File: config.mk
export PLATFORM = sky130hd
export DESIGN_NAME = ternary_pack_stream_flat
export DESIGN_NICKNAME = d
export VERILOG_FILES = /design/src/rtl/ternary_pack_stream_if.sv /design/src/rtl/ternary_pack_stream.sv /design/src/flat_wrapper.sv
export SDC_FILE = /design/constraint.sdc
export NUM_CORES = 1
export LEC_CHECK = 0
export CAP_MARGIN = 25
export CELL_PAD_IN_SITES_DETAIL_PLACEMENT = 1
export CELL_PAD_IN_SITES_GLOBAL_PLACEMENT = 1
export CORE_ASPECT_RATIO = 1.5
export CORE_UTILIZATION = 30
export DETAILED_ROUTE_END_ITERATION = 8
export PLACE_DENSITY_LB_ADDON = 0.1
export RECOVER_POWER = 25
export SLEW_MARGIN = 20
export SYNTH_ARGS = -nofsm -noshare
export SYNTH_HDL_FRONTEND = slang
export SYNTH_SLANG_ARGS = --single-unit
File: constraint.sdc
create_clock -name clk_i -period 17.6 [get_ports clk_i]
set_input_delay 4.4 -clock clk_i [delete_from_list [all_inputs] [get_ports clk_i]]
set_output_delay 4.4 -clock clk_i [all_outputs]
set_load 0.03 [all_outputs]
File: src/rtl/ternary_pack_stream_if.sv
// ternary_pack_stream_if: accumulator value stream in, packed-trit word stream out
interface ternary_pack_stream_if #(
  parameter int DATA_WIDTH = 32,
  parameter int THR_WIDTH = 16,
  parameter int OUT_BYTES = 1
);
  localparam int N = 5 * OUT_BYTES;
  localparam int CW = $clog2(N + 1);
  logic in_valid, in_ready, in_last, out_valid, out_ready, out_last;
  logic [DATA_WIDTH-1:0] in_data;
  logic [THR_WIDTH-1:0] thr_lo, thr_hi;
  logic [8*OUT_BYTES-1:0] out_data;
  logic [CW-1:0] out_count;
  modport master(
    output in_valid, in_data, in_last, thr_lo, thr_hi, out_ready,
    input in_ready, out_valid, out_data, out_last, out_count
  );
  modport slave(
    input in_valid, in_data, in_last, thr_lo, thr_hi, out_ready,
    output in_ready, out_valid, out_data, out_last, out_count
  );
endinterface

File: src/rtl/ternary_pack_stream.sv
// ternary_pack_stream: thresholds signed values to trits and packs 5 trits per byte.
// Optional per-class trit counters are built when TERNARY_PACK_STATS_EN is defined.
module ternary_pack_stream #(
  parameter int DATA_WIDTH = 32,
  parameter int THR_WIDTH = 16,
  parameter int OUT_BYTES = 1
) (
  input logic clk_i,
  input logic rst_ni,
  ternary_pack_stream_if.slave s
`ifdef TERNARY_PACK_STATS_EN
  ,
  input logic stat_clr_i,
  output logic [31:0] stat_neg_o,
  output logic [31:0] stat_zero_o,
  output logic [31:0] stat_pos_o
`endif
);
  localparam int N = 5 * OUT_BYTES;
  localparam int CW = $clog2(N + 1);
  logic signed [DATA_WIDTH-1:0] data_s, lo_s, hi_s;
  logic [1:0] trit;
  logic [N-1:0][1:0] pack_q, pack_d;
  logic [CW-1:0] cnt_q;
  logic pack_full, last_q, accept, complete, out_free;
  assign data_s = s.in_data;
  assign lo_s = DATA_WIDTH'($signed(s.thr_lo));
  assign hi_s = DATA_WIDTH'($signed(s.thr_hi));
  // trit code: 2'b11 = -1, 2'b00 = 0, 2'b01 = +1, so a cleared slot reads as 0
  assign trit = data_s < lo_s ? 2'b11 : data_s >= hi_s ? 2'b01 : 2'b00;
  assign s.in_ready = !pack_full;
  assign accept = s.in_valid && !pack_full;
  assign complete = accept && (s.in_last || cnt_q == CW'(N - 1));
  assign out_free = !s.out_valid || s.out_ready;
  function automatic logic [8*OUT_BYTES-1:0] encode(input logic [N-1:0][1:0] t);
    logic [7:0] acc;
    encode = '0;
    for (int b = 0; b < OUT_BYTES; b++) begin
      acc = 8'd0;
      for (int j = 4; j >= 0; j--)
        acc = acc * 8'd3 + (t[5*b+j] == 2'b01 ? 8'd2 : t[5*b+j] == 2'b00 ? 8'd1 : 8'd0);
      encode[8*b+:8] = acc;
    end
  endfunction
  // current word with the incoming trit dropped into its slot
  always_comb begin
    pack_d = pack_q;
    pack_d[cnt_q] = trit;
  end
  // pack buffer, slot counter and one-word output register
  always_ff @(posedge clk_i or negedge rst_ni) begin
    if (!rst_ni) begin
      pack_q <= '0;
      cnt_q <= '0;
      pack_full <= 1'b0;
      last_q <= 1'b0;
      s.out_valid <= 1'b0;
      s.out_data <= '0;
      s.out_last <= 1'b0;
      s.out_count <= '0;
    end else if (pack_full && out_free) begin
      s.out_valid <= 1'b1;
      s.out_data <= encode(pack_q);
      s.out_last <= last_q;
      s.out_count <= cnt_q + 1'b1;
      pack_q <= '0;
      cnt_q <= '0;
      pack_full <= 1'b0;
    end else if (complete && out_free) begin
      s.out_valid <= 1'b1;
      s.out_data <= encode(pack_d);
      s.out_last <= s.in_last;
      s.out_count <= cnt_q + 1'b1;
      pack_q <= '0;
      cnt_q <= '0;
    end else begin
      if (s.out_ready) s.out_valid <= 1'b0;
      if (complete) begin
        pack_q <= pack_d;
        pack_full <= 1'b1;
        last_q <= s.in_last;
      end else if (accept) begin
        pack_q <= pack_d;
        cnt_q <= cnt_q + 1'b1;
      end
    end
  end
`ifdef TERNARY_PACK_STATS_EN
  // clear-then-count trit class counters; padding trits never pass through here
  always_ff @(posedge clk_i or negedge rst_ni) begin
    if (!rst_ni) begin
      stat_neg_o <= '0;
      stat_zero_o <= '0;
      stat_pos_o <= '0;
    end else begin
      stat_neg_o <= (stat_clr_i ? 32'd0 : stat_neg_o) + 32'(accept && trit == 2'b11);
      stat_zero_o <= (stat_clr_i ? 32'd0 : stat_zero_o) + 32'(accept && trit == 2'b00);
      stat_pos_o <= (stat_clr_i ? 32'd0 : stat_pos_o) + 32'(accept && trit == 2'b01);
    end
  end
`endif
endmodule
File: src/flat_wrapper.sv
// flat-port wrapper written by rule: the top's interface ports become plain ports
module ternary_pack_stream_flat 
#(
  parameter int DATA_WIDTH = 32,
  parameter int THR_WIDTH = 16,
  parameter int OUT_BYTES = 1
)
  (clk_i, rst_ni, s_in_valid, s_in_data, s_in_last, s_thr_lo, s_thr_hi, s_out_ready, s_in_ready, s_out_valid, s_out_data, s_out_last, s_out_count);
  ternary_pack_stream_if #(.DATA_WIDTH(DATA_WIDTH), .THR_WIDTH(THR_WIDTH), .OUT_BYTES(OUT_BYTES)) s_i ();
  input logic clk_i;
  input logic rst_ni;
  input wire logic [$bits(s_i.in_valid)-1:0] s_in_valid;
  input wire logic [$bits(s_i.in_data)-1:0] s_in_data;
  input wire logic [$bits(s_i.in_last)-1:0] s_in_last;
  input wire logic [$bits(s_i.thr_lo)-1:0] s_thr_lo;
  input wire logic [$bits(s_i.thr_hi)-1:0] s_thr_hi;
  input wire logic [$bits(s_i.out_ready)-1:0] s_out_ready;
  output wire logic [$bits(s_i.in_ready)-1:0] s_in_ready;
  output wire logic [$bits(s_i.out_valid)-1:0] s_out_valid;
  output wire logic [$bits(s_i.out_data)-1:0] s_out_data;
  output wire logic [$bits(s_i.out_last)-1:0] s_out_last;
  output wire logic [$bits(s_i.out_count)-1:0] s_out_count;
  assign s_i.in_valid = s_in_valid;
  assign s_i.in_data = s_in_data;
  assign s_i.in_last = s_in_last;
  assign s_i.thr_lo = s_thr_lo;
  assign s_i.thr_hi = s_thr_hi;
  assign s_i.out_ready = s_out_ready;
  assign s_in_ready = s_i.in_ready;
  assign s_out_valid = s_i.out_valid;
  assign s_out_data = s_i.out_data;
  assign s_out_last = s_i.out_last;
  assign s_out_count = s_i.out_count;
  ternary_pack_stream #(.DATA_WIDTH(DATA_WIDTH), .THR_WIDTH(THR_WIDTH), .OUT_BYTES(OUT_BYTES)) u_core (.clk_i(clk_i), .rst_ni(rst_ni), .s(s_i));
endmodule
==> results of run 1 <==
## metrics by stage
stage | setup slack (ps) | hold slack [ps] | instance area, µm²
global route | 4736 | 536.9 | 5801
floorplan | 6396 | 465.1 | 4644
detailed placement | 5092 | 495.3 | 5699
global placement | 5429 | 483.5 | 5699
CTS | 5360 | 521.3 | 5804
finish | 5425 | 512.6 | 5801
## registers in the layout (all words and copies together) (netlist names)
register and count:
u_core.s.out_data 8, u_core.last_q 1, u_core.s.out_valid 1, u_core.cnt_q 3, u_core.s.out_count 3, u_core.pack_q 10, u_core.s.out_last 1, u_core.pack_full 1
## cell usage in the layout, fill, tap and decap left out, drive strengths merged, types with 11 or more instances in the layout
| cell type | synthesis | final |
|---|---|---|
| nor2 | 31 | 31 |
| clkdlybuf4s50 | 0 | 81 |
| a21o | 12 | 12 |
| nor2b | 11 | 11 |
| ha | 131 | 131 |
| xnor2 | 16 | 16 |
| a21oi | 49 | 49 |
| fa | 15 | 15 |
| dfrtp | 28 | 28 |
| nand2 | 33 | 33 |
| o21ai | 37 | 37 |
| inv | 64 | 64 |
## routing by layer
| layer | track usage, % | wire length, µm | vias up |
|---|---|---|---|
| met5 | 0 | 0 | - |
| met3 | 1.812 | 320 | 4 |
| met1 | 17.47 | 5050 | 1975 |
| met2 | 34.07 | 6964 | 69 |
| li1 | - | - | 2046 |
| met4 | 1.242 | 36 | 0 |
## critical path, delay by kind of cell
kind / cells / cell delay, ps
buffers and inverters: 5 / 1060
adder cells (fa/ha/maj): 10 / 3060
XOR/XNOR: 3 / 570
AND/OR/NAND/NOR: 3 / 530
multiplexers: 2 / 530
AO/OA/AOI/OAI: 11 / 2150
## cells by family (layout without fill, tap and decap cells)
logic type / after synthesis / after routing / share of synthesized area (%)
mux: 14 / 14 / 3.206
fa+ha+maj: 146 / 146 / 41.76
flops: 28 / 28 / 15.09
xor+xnor: 24 / 24 / 4.526
compound gates: 137 / 137 / 18.16
buf+inv: 70 / 152 / 5.819
simple gates: 112 / 112 / 11.45
## worst max-delay path by stage
| stage | to | slack (ps) | cells past startpoint |
|---|---|---|---|
| floorplan | u_core.s.out_data[7] | 6400 | 34 |
| global placement | u_core.s.out_data[7] | 5430 | 34 |
| detailed placement | u_core.s.out_data[7] | 5090 | 34 |
| CTS | u_core.s.out_data[7] | 5360 | 34 |
| global route | u_core.s.out_data[7] | 4740 | 34 |
| finish | u_core.s.out_data[7] | 5430 | 34 |
## layout make-up
| class | count | area, µm² |
|---|---|---|
| fillers | 1805 | 9339 |
| multi-input cells | 433 | 3674 |
| repair buffers | 84 | 832.0 |
| flip-flops and latches | 28 | 700.7 |
| well taps | 199 | 249.0 |
| inverters | 64 | 240.2 |
| clock buffers | 3 | 75.07 |
| clock inverters | 1 | 30.03 |
==> flow_summary_export.csv, run 1 <==
group,metric,value,unit
drt,ant_nets,0,
clock_network,cts_setup_buffers,0,
synth,async_flop_share,100.0,%
global_route,grt_max_degree,29,
setup_path,slowest_delay,500,ps
setup_path,cp-end-kind,"register",
setup_path,r2r_slack,10950,ps
drt,dr.first_iter.drc_count,75,
clock_network,path_clk_slew,70,ps
timing,fin_crit,12170,ps
drt,routed_wl,12.37,mm
setup_path,critical_path_class,"in -> reg",
synth,netlist-cell-type-count,45,
worst_hold_path,hp-start,"u_core.s.out_data[2]",
setup_path,timing.rr.end,"u_core.s.out_data[7]",
finish,drive_gt1_share,2.121,%
synth,synth_common_cells,"ha_1 (131), inv_1 (64), a21oi_1 (49)",
synth,syn_inst,531,
run_status,violations,"capacitance limit, slew limit",
clock_network,numCtsBuffers,3,
drt,dr.pass1.iters,4,
place,dp_hpwl,10.82,mm
worst_hold_path,whs_path_depth,1,
global_route,grt.total_usage,16.18,%
floorplanning,coreArea,0.01514,mm²
synth,ys_ff_latch,28,
global_route,first_global_vias,4487,
place,io_buffer_count,82,
synth,ys_top_cells_by_area,"ha_1 (35%), dfrtp_1 (15%), fa_1 (6.5%)",
timing,hold_viol_final,0,
global_route,antenna_found_initial,0,
synth,syn-num-nets,746,
timing,tightest_slew,1651,ps
drt,wl_per_cell,15.24,µm
clock_network,clk_latency,270,ps
finish,layout-area-overhead-vs-synth,24.89,%
drt,drc,0,
setup_path,startpoint_type,"input pin",
floorplanning,io_pins,83,
clock_network,cts_tree,"yes",
setup_path,reg2reg_from,"u_core.cnt_q[1]",
clock_network,cts_max_path_buffers,2,
worst_hold_path,min_to,"u_core.s.out_data[2]",
timing,slew_headroom,-10.06,%
timing,rsz0062_at_grt,"false",
synth,synth_area,0.004644,mm²
synth,synth_area_per_cell,8.747,µm²
timing,setup_violations,0,
floorplanning,die_w,103.6,µm
drt,via_per_inst,5.042,
floorplanning,num_rows,55,
synth,synth_top_area_share,35.29,%
global_route,grt_overflow_total,0,
synth,ys_seq_area_share,15.09,%
finish,fin_util,38.31,%
place,globalplace.congestion,0.7937,
timing,skew,4.224,ps
synth,ys.warnings.count,0,
timing,min_period_over_period,69.17,%
setup_path,startpoint,"s_thr_hi[15]",
synth,yosys.area.top_type,"ha_1",
clock_network,htreeDepth,1,
place,dp_cells,808,
synth,synth_edf_count,0,
finish,final_cells,812,
setup_path,cp_max_fo,17,
floorplanning,initial_core_util,30.68,%
finish,fin_nets,829,
timing,setup_tns,0,ps
run_status,outcome,"finished, violations left",
worst_hold_path,hp-class,"reg -> reg",
setup_path,required,17720,ps
setup_path,reg2regPathDepth,27,
floorplanning,die_height,154.4,µm
timing,slew_violations,29,
setup_path,critical_path.slowest_cell,"fa_1",
setup_path,critPathMostFrequentCell,"ha_1",
clock_network,clock-sinks,28,
finish,diodes,0,
floorplanning,die-area,0.01599,mm²
setup_path,cp_data_arrival_time,12290,ps
synth,synthMostInstantiatedCell,"ha_1",
global_route,grt_pass1_wl,21.42,mm
clock_network,postCtsHoldBufs,0,
drt,vias,4094,
clock_network,ctsResizeCount,0,
synth,synthFlopType,"dfrtp_1",
job,maxCapViolCount,1,
timing,fmax,0.08214,GHz
clock_network,clk_root_buffer_cell,"clkbuf_16",
Power of run 1 is not shown: default switching activity piles up to over one toggle a cycle in this logic, so the estimate is an artifact.
==> run 2, diff against run 1 <==
- clock period: 17.6 -> 12.1 ns (I/O delays scaled with it)
==> run 2 against run 1 <==
  * The run still ends with capacitance limit, slew limit left
  * Hold slack gained 6.2 ps
  * Die area is the same
  * Cell count is the same
  * Critical path depth is the same
  * Largest cell class unchanged
  * Utilization is the same
  * Sequential share of layout area is the same
  * Register-to-register slack lost 5500 ps
  * Worst setup slack lost 4100 ps
  * Clock skew shrank 0.71 ps
  * Non-clock buffer count is the same
==> flow_summary_export.csv, run 2 (same netlist as run 1, synthesis figures left out) <==
group,metric,value,unit
floorplanning,coreArea,0.01514,mm²
setup_path,critical_path_class,"in -> reg",
global_route,first_global_vias,4572,
worst_hold_path,hp-class,"reg -> reg",
run_status,violations,"capacitance limit, slew limit",
finish,largest_register_ffs,10,
setup_path,r2r_slack,5490,ps
finish,top_regs,"u_core.pack_q (10), u_core.s.out_data (8)",
place,globalplace.congestion,0.7938,
setup_path,cp-end-kind,"register",
drt,routed_wl,12.45,mm
floorplanning,io_pins,83,
drt,drc,0,
global_route,antenna_found_initial,0,
clock_network,cts_setup_buffers,0,
setup_path,critPathMostFrequentCell,"ha_1",
clock_network,cts_max_path_buffers,2,
floorplanning,die_height,154.4,µm
place,dp_hpwl,10.82,mm
run_status,outcome,"finished, violations left",
timing,min_period_over_period,88.84,%
setup_path,slowest_delay,500,ps
floorplanning,initial_core_util,30.68,%
finish,diodes,0,
drt,via_per_inst,5.022,
global_route,grt.total_usage,16.44,%
clock_network,clk_root_buffer_cell,"clkbuf_16",
timing,slew_violations,29,
clock_network,path_clk_slew,70,ps
place,preCtsSetupSlack,969.6,ps
finish,multi_input_area,0.003674,mm²
clock_network,htreeDepth,1,
timing,fin_crit,10750,ps
finish,seq_area,700.7,µm²
clock_network,postCtsHoldBufs,0,
floorplanning,num_rows,55,
job,maxCapViolCount,1,
floorplanning,die-area,0.01599,mm²
drt,ant_nets,0,
global_route,grt_overflow_total,0,
finish,layout-area-overhead-vs-synth,24.89,%
setup_path,cp_max_fo,17,
finish,final_common_cell,"ha_1",
timing,setup_tns,0,ps
clock_network,clock-sinks,28,
drt,dr.pass1.iters,4,
clock_network,numCtsBuffers,3,
finish,fillCellCount,1824,
global_route,grt_max_degree,29,
timing,hold_viol_final,0,
clock_network,ctsResizeCount,0,
place,io_buffer_count,82,
timing,slew_headroom,-8.308,%
finish,drive_gt1_share,2.121,%
drt,dr.first_iter.drc_count,89,
timing,fmax,0.09302,GHz
global_route,grt_pass1_wl,21.80,mm
setup_path,cp_data_arrival_time,10880,ps
drt,vias,4078,
timing,tightest_slew,1625,ps
setup_path,critical_path.slowest_cell,"fa_1",
timing,rsz0062_at_grt,"false",
timing,fin_ws,1350,ps
timing,skew,3.511,ps
timing,setup_violations,0,
setup_path,startpoint_type,"input pin",
drt,wl_per_cell,15.33,µm
setup_path,required,12230,ps
clock_network,clk_latency,270,ps
clock_network,cts_tree,"yes",
finish,top_register,"u_core.pack_q",
finish,final_cell_mix,"ha_1 (131), clkdlybuf4s50_1 (81), inv_1 (64)",
finish,fin_nets,829,
timing,whs,518.8,ps
floorplanning,die_w,103.6,µm
==> run 2: area by class of cell <==
| class | instances | share of cell area, % |
|---|---|---|
| Timing Repair Buffer | 84 | 14.34 |
| Clock buffer | 3 | 1.294 |
| Sequential cell | 28 | 12.08 |
| Clock inverter | 1 | 0.5177 |
| Multi-Input combinational cell | 433 | 63.33 |
| Inverter | 64 | 4.141 |
| Tap cell | 199 | 4.292 |
==> run 2: per-stage QoR <==
step,util [%],area [µm²],instances
after floorplan,-,4644,531
final,38.31,5801,812
after global routing,38.31,5801,812
after CTS,38.34,5804,812
after global placement,37.64,5699,808
after detailed placement,37.64,5699,808
==> run 2: metal layers <==
layer | GRT usage [%] | part of all wire (%) | vias to the layer above | wire length [µm]
li1 | - | - | 2054 | -
met1 | 17.73 | 40 | 1951 | 5028
met2 | 34.58 | 56 | 68 | 7025
met3 | 1.812 | 2.8 | 5 | 349
met4 | 1.449 | 0.35 | 0 | 44
met5 | 0 | 0 | - | 0
==> run 2: final timing paths <==
check / cells after the start / start / end
worst max-delay path: 34 / s_thr_hi[15] / u_core.s.out_data[7]
worst min-delay path: 1 / u_core.s.out_data[2] / u_core.s.out_data[2]
worst max register to register: 27 / u_core.cnt_q[1] / u_core.s.out_data[7]
worst min register to register: 1 / u_core.s.out_data[2] / u_core.s.out_data[2]
max in group asynchronous: 2 / rst_ni / u_core.pack_q[6]
min in group asynchronous: 2 / rst_ni / u_core.s.out_data[1]
==> run 2: worst max-delay path: cells and delay by family <==
family	cells	cell delay (ps)
XOR/XNOR	3	560
buffers and inverters	5	1060
multiplexers	2	530
adder cells (fa/ha/maj)	10	3070
AND/OR/NAND/NOR	3	520
AO/OA/AOI/OAI	11	2100
Power of run 2 is left out for the same reason.
